$ cat config.mk
export PLATFORM = sky130hd
export DESIGN_NAME = memory_access_unit_flat
export DESIGN_NICKNAME = d
export VERILOG_FILES = /design/src/rtl/memory_access_unit_pkg.sv /design/src/rtl/memory_access_unit_if.sv /design/src/rtl/memory_access_unit_data_mem.sv /design/src/rtl/memory_access_unit.sv /design/src/flat_wrapper.sv
export SDC_FILE = /design/constraint.sdc
export NUM_CORES = 1
export LEC_CHECK = 0
export ABC_AREA = 1
export ABC_CLOCK_PERIOD_IN_PS = 11740
export CORE_AREA = 8 8 179 181
export DETAILED_ROUTE_END_ITERATION = 8
export DIE_AREA = 0 0 187 189
export DONT_BUFFER_PORTS = 1
export MAX_ROUTING_LAYER = met4
export PLACE_DENSITY_LB_ADDON = 0.2
export RECOVER_POWER = 25
export SYNTH_ARGS = -nofsm -noshare
export SYNTH_HDL_FRONTEND = slang
export SYNTH_SLANG_ARGS = --single-unit
$ cat constraint.sdc
create_clock -name clkwire -period 11.74 [get_ports clkwire]
set_input_delay 1.761 -clock clkwire [delete_from_list [all_inputs] [get_ports clkwire]]
set_output_delay 1.761 -clock clkwire [all_outputs]
set_load 0.02 [all_outputs]
$ cat src/rtl/memory_access_unit_pkg.sv
// Shared pipeline definitions: opcode encodings, register-index width,
// the memory-stage FSM state type and opcode classification helpers.
package pipeline_pkg;

  localparam int DATA_W = 16;
  localparam int REG_W  = 4;

  localparam logic [3:0] OP_ADD = 4'd0;
  localparam logic [3:0] OP_SUB = 4'd1;
  localparam logic [3:0] OP_MUL = 4'd2;
  localparam logic [3:0] OP_LW  = 4'd3;
  localparam logic [3:0] OP_SW  = 4'd4;
  localparam logic [3:0] OP_BEQ = 4'd5;
  localparam logic [3:0] OP_BNE = 4'd6;

  typedef enum logic {
    IDLE = 1'b0,
    BUSY = 1'b1
  } mau_state_t;

  // Register-file write enable for an opcode. Stores and branches retire
  // without writing; everything else (including unknown opcodes) writes.
  function automatic logic is_wb_op(input logic [3:0] opcode);
    case (opcode)
      OP_SW, OP_BEQ, OP_BNE: return 1'b0;
      default:               return 1'b1;
    endcase
  endfunction

  // True for opcodes that touch data memory.
  function automatic logic is_mem_op(input logic [3:0] opcode);
    return (opcode == OP_LW) || (opcode == OP_SW);
  endfunction

endpackage

$ cat src/rtl/memory_access_unit_if.sv
// Execute -> MEM -> WB bundle. The execute side (master) drives the
// instruction fields and observes stall; the memory stage (slave) drives
// the write-back fields and stall.
interface memory_access_unit_if #(
  parameter int DATA_W = 16,
  parameter int ADDR_W = 4
);
  import pipeline_pkg::*;

  logic [DATA_W-1:0] alu_result_i;
  logic [REG_W-1:0]  regdest_i;
  logic [ADDR_W-1:0] ldst_i;
  logic [3:0]        instruction_i;
  logic [DATA_W-1:0] wb_data;
  logic [REG_W-1:0]  wb_regdest;
  logic [3:0]        wb_instruction;
  logic              wb_write_en;
  logic              stall;

  modport master (
    output alu_result_i, regdest_i, ldst_i, instruction_i,
    input  wb_data, wb_regdest, wb_instruction, wb_write_en, stall
  );

  modport slave (
    input  alu_result_i, regdest_i, ldst_i, instruction_i,
    output wb_data, wb_regdest, wb_instruction, wb_write_en, stall
  );

endinterface

$ cat src/rtl/memory_access_unit_data_mem.sv
// Data memory: 2**ADDR_W words of DATA_W bits. Synchronous write,
// combinational read, whole array cleared asynchronously by rst.
module data_mem #(
  parameter int DATA_W = 16,
  parameter int ADDR_W = 4
) (
  input  logic              clkwire,
  input  logic              rst,
  input  logic              we,
  input  logic [ADDR_W-1:0] addr,
  input  logic [DATA_W-1:0] wdata,
  output logic [DATA_W-1:0] rdata
);

  localparam int DEPTH = 2 ** ADDR_W;

  logic [DATA_W-1:0] mem [DEPTH];

  // Write port; reset wipes every word so an aborted store leaves no trace.
  always_ff @(posedge clkwire or posedge rst) begin
    if (rst) begin
      for (int i = 0; i < DEPTH; i++) begin
        mem[i] <= '0;
      end
    end else if (we) begin
      mem[addr] <= wdata;
    end
  end

  // Read port is combinational so a load sees a store from the previous edge.
  always_comb begin
    rdata = mem[addr];
  end

endmodule

$ cat src/rtl/memory_access_unit.sv
// MEM pipeline stage. Non-memory ops pass straight to write-back in one
// cycle. Loads/stores take MEM_LATENCY cycles; for MEM_LATENCY>1 the
// request is captured into pending registers, stall holds upstream, and
// the access is performed on the final (completion) edge.
module memory_access_unit #(
  parameter int DATA_W      = 16,
  parameter int ADDR_W      = 4,
  parameter int MEM_LATENCY = 1
) (
  input  logic                 clkwire,
  input  logic                 rst,
  memory_access_unit_if.slave  bus
);
  import pipeline_pkg::*;

  localparam int                CNT_W    = $clog2(MEM_LATENCY + 1);
  localparam logic [CNT_W-1:0] CNT_LOAD = CNT_W'(MEM_LATENCY - 1);
  localparam logic [CNT_W-1:0] CNT_ONE  = CNT_W'(1);
  localparam logic              MULTI    = (MEM_LATENCY > 1);

  mau_state_t        state;
  logic [CNT_W-1:0]  wait_cnt;

  // Pending request captured at acceptance of a multi-cycle access.
  logic [3:0]        pend_op_p1;
  logic [ADDR_W-1:0] pend_addr_p1;
  logic [DATA_W-1:0] pend_data_p1;
  logic [REG_W-1:0]  pend_rd_p1;

  // Write-back registers.
  logic [DATA_W-1:0] wb_data_p2;
  logic [REG_W-1:0]  wb_rd_p2;
  logic [3:0]        wb_op_p2;
  logic              wb_we_p2;
  logic              stall_q;

  logic              fire_now;
  logic              fire_pend;
  logic              mem_we;
  logic [ADDR_W-1:0] mem_addr;
  logic [DATA_W-1:0] mem_wdata;
  logic [DATA_W-1:0] mem_rdata;

  // Memory port steering: live inputs while idle, pending values while busy.
  always_comb begin
    fire_now  = 1'b0;
    fire_pend = 1'b0;
    mem_we    = 1'b0;
    mem_addr  = bus.ldst_i;
    mem_wdata = bus.alu_result_i;
    if (state == BUSY) begin
      mem_addr  = pend_addr_p1;
      mem_wdata = pend_data_p1;
      fire_pend = (wait_cnt == CNT_ONE);
      mem_we    = fire_pend && (pend_op_p1 == OP_SW);
    end else begin
      fire_now = !MULTI && is_mem_op(bus.instruction_i);
      mem_we   = fire_now && (bus.instruction_i == OP_SW);
    end
  end

  data_mem #(
    .DATA_W (DATA_W),
    .ADDR_W (ADDR_W)
  ) u_data_mem (
    .clkwire (clkwire),
    .rst     (rst),
    .we      (mem_we),
    .addr    (mem_addr),
    .wdata   (mem_wdata),
    .rdata   (mem_rdata)
  );

  // Stage FSM, wait counter, pending capture and write-back registers.
  always_ff @(posedge clkwire or posedge rst) begin
    if (rst) begin
      state        <= IDLE;
      wait_cnt     <= '0;
      pend_op_p1   <= '0;
      pend_addr_p1 <= '0;
      pend_data_p1 <= '0;
      pend_rd_p1   <= '0;
      wb_data_p2   <= '0;
      wb_rd_p2     <= '0;
      wb_op_p2     <= '0;
      wb_we_p2     <= 1'b0;
      stall_q      <= 1'b0;
    end else begin
      case (state)
        IDLE: begin
          if (MULTI && is_mem_op(bus.instruction_i)) begin
            pend_op_p1   <= bus.instruction_i;
            pend_addr_p1 <= bus.ldst_i;
            pend_data_p1 <= bus.alu_result_i;
            pend_rd_p1   <= bus.regdest_i;
            wait_cnt     <= CNT_LOAD;
            state        <= BUSY;
            stall_q      <= 1'b1;
            wb_we_p2     <= 1'b0;
            wb_op_p2     <= bus.instruction_i;
          end else begin
            wb_rd_p2 <= bus.regdest_i;
            wb_op_p2 <= bus.instruction_i;
            wb_we_p2 <= is_wb_op(bus.instruction_i);
            if (bus.instruction_i == OP_LW) begin
              wb_data_p2 <= mem_rdata;
            end else begin
              wb_data_p2 <= bus.alu_result_i;
            end
          end
        end
        BUSY: begin
          if (fire_pend) begin
            state    <= IDLE;
            stall_q  <= 1'b0;
            wait_cnt <= '0;
            wb_rd_p2 <= pend_rd_p1;
            wb_op_p2 <= pend_op_p1;
            wb_we_p2 <= is_wb_op(pend_op_p1);
            if (pend_op_p1 == OP_LW) begin
              wb_data_p2 <= mem_rdata;
            end else begin
              wb_data_p2 <= pend_data_p1;
            end
          end else begin
            wait_cnt <= wait_cnt - CNT_ONE;
            wb_we_p2 <= 1'b0;
          end
        end
        default: begin
          state <= IDLE;
        end
      endcase
    end
  end

  assign bus.wb_data        = wb_data_p2;
  assign bus.wb_regdest     = wb_rd_p2;
  assign bus.wb_instruction = wb_op_p2;
  assign bus.wb_write_en    = wb_we_p2;
  assign bus.stall          = stall_q;

endmodule
$ cat src/flat_wrapper.sv
// flat-port wrapper written by rule: the top's interface ports become plain ports
module memory_access_unit_flat import pipeline_pkg::*;
#(
  parameter int DATA_W      = 16,
  parameter int ADDR_W      = 4,
  parameter int MEM_LATENCY = 1
)
  (clkwire, rst, bus_alu_result_i, bus_regdest_i, bus_ldst_i, bus_instruction_i, bus_wb_data, bus_wb_regdest, bus_wb_instruction, bus_wb_write_en, bus_stall);
  memory_access_unit_if #(.DATA_W(DATA_W), .ADDR_W(ADDR_W)) bus_i ();
  input  logic clkwire;
  input  logic rst;
  input wire logic [$bits(bus_i.alu_result_i)-1:0] bus_alu_result_i;
  input wire logic [$bits(bus_i.regdest_i)-1:0] bus_regdest_i;
  input wire logic [$bits(bus_i.ldst_i)-1:0] bus_ldst_i;
  input wire logic [$bits(bus_i.instruction_i)-1:0] bus_instruction_i;
  output wire logic [$bits(bus_i.wb_data)-1:0] bus_wb_data;
  output wire logic [$bits(bus_i.wb_regdest)-1:0] bus_wb_regdest;
  output wire logic [$bits(bus_i.wb_instruction)-1:0] bus_wb_instruction;
  output wire logic [$bits(bus_i.wb_write_en)-1:0] bus_wb_write_en;
  output wire logic [$bits(bus_i.stall)-1:0] bus_stall;
  assign bus_i.alu_result_i = bus_alu_result_i;
  assign bus_i.regdest_i = bus_regdest_i;
  assign bus_i.ldst_i = bus_ldst_i;
  assign bus_i.instruction_i = bus_instruction_i;
  assign bus_wb_data = bus_i.wb_data;
  assign bus_wb_regdest = bus_i.wb_regdest;
  assign bus_wb_instruction = bus_i.wb_instruction;
  assign bus_wb_write_en = bus_i.wb_write_en;
  assign bus_stall = bus_i.stall;
  memory_access_unit #(.DATA_W(DATA_W), .ADDR_W(ADDR_W), .MEM_LATENCY(MEM_LATENCY)) u_core (.clkwire(clkwire), .rst(rst), .bus(bus_i));
endmodule
== Word level (Yosys, flattened, before mapping) ==
Cells that the tools add are included.
Word-level totals
  memories: 0
  word-level logic and storage cells: 67
  RAM bits: 0
  bits in latches: 0
  register bits: 283
  ROM bits: 0
  output and inout bits: 26
Operators by class
  add/subtract/negate cells: 1
  multipliers: 0
  magnitude comparators: 2
  reduce and logical (&&, ||, !) cells: 6
  bitwise logic cells: 2
  shift-type cells: 0
  muxes and demuxes: 25
  div/mod/pow operators: 0
  equality and inequality tests: 9
Operators by type and width (number)
  $bwmux 256: 1
  $mux 16: 7
  $bmux 16 s4: 1
  $demux 16 s4: 1
  $pmux 16 s2: 1
  $eq 4x3->1 const B: 6
  $pmux 4 s2: 2
  $mux 4: 3
  $eq 4x2->1 const B: 2
  $mux 1: 8
  $reduce_or 3->1: 2
  $ge 5x5->1 const B: 1
  $lt 5x1->1 const B: 1
  $not 4->5: 1
  $logic_and 1x1->1: 3
  $ne 2x2->1 const B: 1
  $pmux 1 s2: 1
  $logic_or 1x1->1: 1
  $not 1->1: 1
  $sub 1x1->1 const B: 1

== Longest topological paths before layout ==
  word-level depth: 8
  mapped depth: 12

== By module ==
Synthesis repeated with hierarchy kept, for this count alone.
Second synthesis, totals
  cells, all modules: 1833
  area total of the unflattened synthesis: 13548.0 sq um
Modules (own cells, without submodules)
  data_mem: cells each 1648, instances 1, seq. area each 6406.1 sq um, area each 12070.3 sq um
  memory_access_unit: cells each 185, instances 1, seq. area each 675.6 sq um, area each 1477.7 sq um

== Least setup slack after synthesis ==
OpenSTA, ideal clock, no wires.
  path kind: input to register
  from: input bus_ldst_i[0]
  to: register u_core.wb_data_p2[4], in the netlist u_core.bus.wb_data[4]
  stages: 10
  arrival time: 2.762 ns
  slack: 8.857 ns
  data required time: 11.619 ns
  path through: buf_4 > inv_1 > buf_2 > buf_2 > nand3_1 > nand2_1 > o21ai_0 > nand2_1 > o21bai_1 > nand2_1
Between the ends
  longest elaborated chain between the ends: 8
  elaborated cells between the ends (all ways): 9
RTL lines
  start, declared: line flat_wrapper.sv:14  | input wire logic [$bits(bus_i.ldst_i)-1:0] bus_ldst_i;
  $mux 4 *: line memory_access_unit.sv:51  | if (state == BUSY) begin
  $not 4->5 (not written as such) *: line memory_access_unit_data_mem.sv:32  | rdata = mem[addr];
  $bmux 16 s4 *: line memory_access_unit_data_mem.sv:32
  $mux 16 (not written as such) * (2 in series): line memory_access_unit_data_mem.sv:32
  $mux 16: line memory_access_unit.sv:120  | if (pend_op_p1 == OP_LW) begin
  $mux 16: line memory_access_unit.sv:113  | if (fire_pend) begin
  $pmux 16 s2 *: line memory_access_unit.sv:89  | case (state)
  end signal, assigned: line memory_access_unit.sv:108  | wb_data_p2 <= bus.alu_result_i;
  end signal, assigned: line memory_access_unit.sv:121  | wb_data_p2 <= mem_rdata;
  end signal, assigned: line memory_access_unit.sv:123  | wb_data_p2 <= pend_data_p1;
  end, declared: line memory_access_unit.sv:31  | logic [DATA_W-1:0] wb_data_p2;
Every way passes the cells marked *; elsewhere a longest branch is shown, timed or not. The select of a mux whose other input is x is not followed.
A chain may end at the register's enable or synchronous reset.

==> run metrics <==
run status=complete, but fails checks; failing checks=capacitance limit, slew limit; Num CTS Buffers=31; setup TNS=0 ns; Worst Setup Path Type=primary input to asynchronous set/reset pin; Switching Fraction=0.243; Arr. time, crit path=5.29 ns; Detailed Route WL=36300 um; Vias=10700; CP Capture Type=asynchronous set/reset pin; placed cell areas=13100 um2; unique cell type count in the Yosys netlist=20; final hold vios=0; Sink Count=283; Die Ht=189 um; initial antenna violation count=0; Remaining Overflow, GRT=0; sequential fraction of the synthesis area=0.545; Clk Latency, worst-skew pair=0.55 ns; synthesized area=13000 um2; number of max-cap violations=3; Max Freq=0.210 GHz; Top-Level Pins=56; gpl congestion=0.768; Worst Setup Start Kind=primary input; fin nets=1646; hold buffer count at CTS=0; TritonRoute pass-1 iters=5; Global Route Usage Sum=0.214; hold crit path type=flip-flop to flip-flop; Max clock buf depth=3; Root Driver=clkbuf_16; Post-CTS Setup Repair Bufs=0; CTS tree=yes; RSZ-0062 raised after global routing=no; Bufs and invs on worst path=2; share of cells above drive strength 1=0.0457; worst-path fanout max=177; Synth Register Bits=283; die width=roughly 190 um; Row Count=63; number of global-route vias before repair=10600; # resized after CTS=0; headroom to the max-slew limit=-2.21; Setup Skew=0.00876 ns; ANT nets after route=0; combinational power share=0.078; power share of the clock group=0.444; Initial Util=0.445; core area=29200 um2; post-route cell area=14200 um2; # setup viols final=0; Post-Syn Nets=around 1700; Via density=5.29; initial detailed-routing violation count=between 900 and 1000; maximum vdd drop=0.000136 V; P_int=1.74 mW; Syn Inst Count=around 1700; n_diodes=0; Crit path max-delay family=buffers and inverters; critical path cell sequence=clkinvlp_2, buf_12; Worst Tran Pin Value=between 4 and 5 ns; Slowest cell on crit path=clkinvlp_2; LEAKAGE=roughly 7.1 nW; DRC Markers=0; Power Density=between 150 and 200 nW/um2; Psw=560 uW; H-tree level count=1; Ys Warns=28; largest net degree at the start of global routing=178; routed len/inst=~18 um; Worst path max stage delay=between 2 and 3 ns; Worst EP required=around 12 ns; Max Slew Vio Count=between 150 and 200; Final min period=approximately 4.8 ns; Post-DP HPWL=20600 um; Period Utilization, post-route=0.406; Reg power frac=0.479; Mean Syn Cell Area=7.68 um2; CTS clk-pin slew, worst paths=0.06 ns; die area=35300 um2; IO Port Bufs=0; first-pass GRT wire length=59800 um; area grow syn2layout=8.95%
stage by stage:
step           worst slack (ns)  instances   util  hold WS (ns)  total power, mW
6_report                   6.97       2030  0.484         0.441             2.30
5_1_grt                    6.19       2030  0.484         0.466             2.40
4_1_cts                    7.85       2030  0.485         0.450             2.32
3_5_place_dp               7.28       1973  0.448         0.448             1.30
3_3_place_gp               7.32       1973  0.448         0.423             1.29
2_1_floorplan              2.17       1692      -         0.399             1.25
logic make-up (layout without fill, tap and decap cells):
| kind of cell | Yosys count | in the layout | share of synthesized area |
|---|---|---|---|
| and+or+nand+nor | 949 | 949 | 0.285 |
| other | 1 | 1 | 0.000288 |
| AOI/OAI and AO/OA | 306 | 306 | 0.121 |
| DFF | 283 | 283 | 0.545 |
| buffers and inverters | 153 | 101 | 0.0493 |
worst reg2reg max path: stages (launching register included):
cell and delay (ns):
dfrtp_1 0.35, inv_1 0.07, nand3_1 0.27, inv_1 0.19, nand4_1 0.15, clkbuf_1 1.26
o21ai_0 0.22
cells in the final DEF (no fill, tap or decap), drive strengths merged:
| cell type | synthesis | final |
|---|---|---|
| nor2 | 6 | 6 |
| nand2 | 854 | 854 |
| clkinvlp | 0 | 2 |
| o21bai | 16 | 16 |
| inv | 26 | 25 |
| nand3 | 81 | 81 |
| o21ai | 289 | 289 |
| a21oi | 1 | 1 |
| conb | 1 | 1 |
| nand4 | 4 | 4 |
| bufinv | 0 | 5 |
| clkbuf | 88 | 46 |
| nor3 | 4 | 4 |
| buf | 39 | 15 |
| clkinv | 0 | 8 |
| dfrtp | 283 | 283 |
registers in the layout, summed over array words and instances, names as in the netlist:
signal                     count
u_core.bus.wb_instruction      4
u_core.bus.wb_regdest          4
u_core.state                   1
u_core.bus.wb_write_en         1
u_core.u_data_mem.mem        256
u_core.wait_cnt                1
u_core.bus.wb_data            16
Yosys cell counts:
master	count	area, um2
nand2_1	854	3210
inv_2	1	3.75
dfrtp_1	283	7080
o21ai_0	287	1440
nor2_2	2	12.5
buf_2	20	100
clkbuf_1	88	330
nand3_2	1	10.0
buf_1	8	30.0
conb_1	1	3.75
nor2_1	4	15.0
o21bai_1	16	120
inv_1	25	93.8
nor3_1	1	5.00
o21ai_1	2	10.0
nor3_2	3	30.0
buf_4	11	82.6
nand3_1	80	400
a21oi_1	1	5.00
nand4_1	4	25.0
final cells by class:
class / count / area [um2]
clock inverters: 14 / 198
repair buffers: 18 / 136
inverters: 26 / 101
flip-flops and latches: 283 / 7080
clock buffers: 43 / 881
fillers: 2945 / 15100
well taps: 390 / 488
multi-input cells: 1256 / 5280
metal layers:
metal / wire length, um / track usage / up-vias / part of all wire
met5: 0 / - / - / 0
met2: 16500 / 0.343 / 286 / 0.45
met4: 830 / 0.0519 / 0 / 0.023
li1: - / - / 5226 / -
met3: 2030 / 0.0261 / 57 / 0.056
met1: 17000 / 0.288 / 5177 / 0.47
worst paths after layout:
path                          startpoint                          to  slack, ns  cells after the start
max                                  rst   u_core.u_data_mem.mem[87]       6.97                      2
max in group clkwire       bus_ldst_i[0]   u_core.u_data_mem.mem[34]       7.81                      5
min in group asynchronous            rst  u_core.u_data_mem.mem[202]       2.56                      1
min                         u_core.state      u_core.bus.wb_write_en       0.44                      1
max reg2reg                 u_core.state   u_core.u_data_mem.mem[76]       9.06                      6
min reg2reg                 u_core.state      u_core.bus.wb_write_en       0.44                      1
power groups by stage:
stage	Clock, mW	Combinational [mW]	Sequential, mW
5_1_grt	1.08	0.212	1.11
3_3_place_gp	0	0.177	1.12
4_1_cts	1.04	0.182	1.10
6_report	1.02	0.178	1.10
3_5_place_dp	0	0.181	1.12
2_1_floorplan	0	0.149	1.11
No activity file was read; power rests on OpenSTA's default activity.
==> variant, RTL diff (config.mk and constraints unchanged) <==
Make the reset (`rst`) synchronous in 2 clocked blocks. Comments in the files are not updated.
--- a/src/rtl/memory_access_unit_data_mem.sv
+++ b/src/rtl/memory_access_unit_data_mem.sv
@@ -17,7 +17,7 @@
   logic [DATA_W-1:0] mem [DEPTH];
 
   // Write port; reset wipes every word so an aborted store leaves no trace.
-  always_ff @(posedge clkwire or posedge rst) begin
+  always_ff @(posedge clkwire) begin
     if (rst) begin
       for (int i = 0; i < DEPTH; i++) begin
         mem[i] <= '0;
--- a/src/rtl/memory_access_unit.sv
+++ b/src/rtl/memory_access_unit.sv
@@ -72,7 +72,7 @@
   );
 
   // Stage FSM, wait counter, pending capture and write-back registers.
-  always_ff @(posedge clkwire or posedge rst) begin
+  always_ff @(posedge clkwire) begin
     if (rst) begin
       state        <= IDLE;
       wait_cnt     <= '0;
Formal check against the unedited RTL: differs if rst is asserted again (counterexample within 4 cycles, from zero or initial values and one cycle with rst high); with rst held inactive, the same outputs for 4 cycles.
==> variant against the original RTL <==
Via count shrank 6.5%. Clock skew grew 3.1 ps. Final area grew 1.6%. Combinational power shrank 4%. The flow still finishes with violations (max-capacitance violations, max-slew violations). Critical path type is now reg -> reg. Largest cell class unchanged. Worst hold slack gained 41 ps. Power shrank 5.8%. Sequential share of layout area grew 7.2 points. First-iteration DRC count grew 14%. Synthesized area grew 2.9%. Fmax shrank 30%. Sequential cell count is the same. Synthesized cell count shrank 7.6%. Wire length grew 10%. Worst setup slack lost 2100 ps.
==> variant: results (changes against the original RTL) <==
.. list-table::
   :header-rows: 1

   * - Metric
     - Value
   * - Status
     - finished with violations (unchanged)
   * - Complex-gate fraction of the synthesized area
     - 1.81% (was 12.1%)
   * - Slowest cell on crit path
     - sky130_fd_sc_hd__clkbuf_1 (was sky130_fd_sc_hd__clkinvlp_2)
   * - Final RePlAce weighted congestion
     - 0.980 (was 0.768)
   * - Half-perimeter wire length after placement
     - 26200 µm (was 20600 µm)
   * - Synth top cells by count
     - 469 x sky130_fd_sc_hd__nand2_1, 392 x sky130_fd_sc_hd__nor2_1, 256 x sky130_fd_sc_hd__edfxtp_1 (was 854 x sky130_fd_sc_hd__nand2_1, 287 x sky130_fd_sc_hd__o21ai_0, 283 x sky130_fd_sc_hd__dfrtp_1)
   * - Drt first-iter violations
     - 1137 (was 996)
   * - Fraction of registers with async set/reset
     - 0% (was 100%)
   * - Wire length on met1
     - 16400 µm (was 17000 µm)
   * - GRT met3 Usage
     - 4.01% (was 2.61%)
   * - Count of flip-flops with a built-in enable after synthesis
     - 256 (was 0)
   * - Max Clock Skew
     - 11.8 ps (was 8.76 ps)
   * - Delay of the slowest critical-path stage
     - 2960 ps (was 2640 ps)
   * - Violations in the final reports
     - max-capacitance violations, max-slew violations (unchanged)
   * - Global-route wire length before repair
     - 58100 µm (was 59800 µm)
   * - Initial antenna violation count
     - 1 (was 0)
   * - P_leak
     - 6.50 nW (was 7.06 nW)
   * - Seq/Total Area, Yosys
     - 61.5% (was 54.5%)
   * - Arrival time at the worst endpoint
     - 7350 ps (was 5290 ps)
   * - Yosys warns
     - 0 (was 28)
   * - # Max-Cap Violations
     - 2 (was 3)
   * - Cell accounting for the most synthesized area
     - sky130_fd_sc_hd__edfxtp_1 (was sky130_fd_sc_hd__dfrtp_1)
   * - Worst IR Drop VDD
     - 123 µV (was 136 µV)
   * - Global routing usage summed across all routing layers
     - 22.7% (was 21.4%)
   * - Met2 layer wire length in the routed design
     - 18800 µm (was 16500 µm)
   * - Via density per instance
     - 5.20 (was 5.29)
   * - Number of global-route vias before repair
     - 9388 (was 10600)
   * - Layout cells sized above 1
     - 4.15% (was 4.57%)
   * - Max-slew violations
     - 152 (was 171)
   * - Maximum number of pins on one net before global-route repair
     - 93 (was 178)
## variant: worst paths after layout
check / from / end / slack (ps) / depth (start not counted)
min reg2reg: u_core.wait_cnt$_SDFFE_PP0P_ / u_core.wait_cnt$_SDFFE_PP0P_ / 480 / 2
max reg2reg: u_core.state$_SDFF_PP0_ / u_core.bus.wb_data[1]$_SDFFE_PP0P_ / 4880 / 12
min: u_core.wait_cnt$_SDFFE_PP0P_ / u_core.wait_cnt$_SDFFE_PP0P_ / 480 / 2
max: u_core.state$_SDFF_PP0_ / u_core.bus.wb_data[1]$_SDFFE_PP0P_ / 4880 / 12
## variant: layout make-up
type	count	area (µm²)	area share (%)
flip-flops and latches	283	8230	57.2
multi-input cells	1017	4070	28.3
clock buffers	41	813	5.65
inverters	178	668	4.64
well taps	390	488	3.39
repair buffers	10	67.6	0.470
clock inverters	14	56.3	0.391
diodes	1	2.50	0.0174
## variant: kinds of logic (layout without fill, tap and decap cells)
group,Yosys count,in the layout
flip-flops,283,283
buffers and inverters,263,243
AND/OR/NAND/NOR,973,973
AO/OA/AOI/OAI,43,43
other,1,2
## variant: tightest hold or removal path: cells and delay by family (launching register included)
| kind | cells | cell delay (ps) |
|---|---|---|
| DFF | 1 | 310 |
| and+or+nand+nor | 2 | 120 |
## variant: metrics by stage
stage               hold WS, ps  worst slack, ps  cell area [µm²]  std cells
floorplan                   448             8190            13400       1563
global placement            460             7070            13600       1878
detailed placement          466             7010            13600       1878
CTS                         475             7580            14400       1933
global route                543             4440            14400       1934
finish                      482             4880            14400       1934
## variant: report_power, final
group	total (mW)	internal, mW	switching (mW)
sequential	1.14	1.12	0.0172
clock	0.854	0.479	0.375
combinational	0.171	0.0383	0.133
total	2.17	1.64	0.525
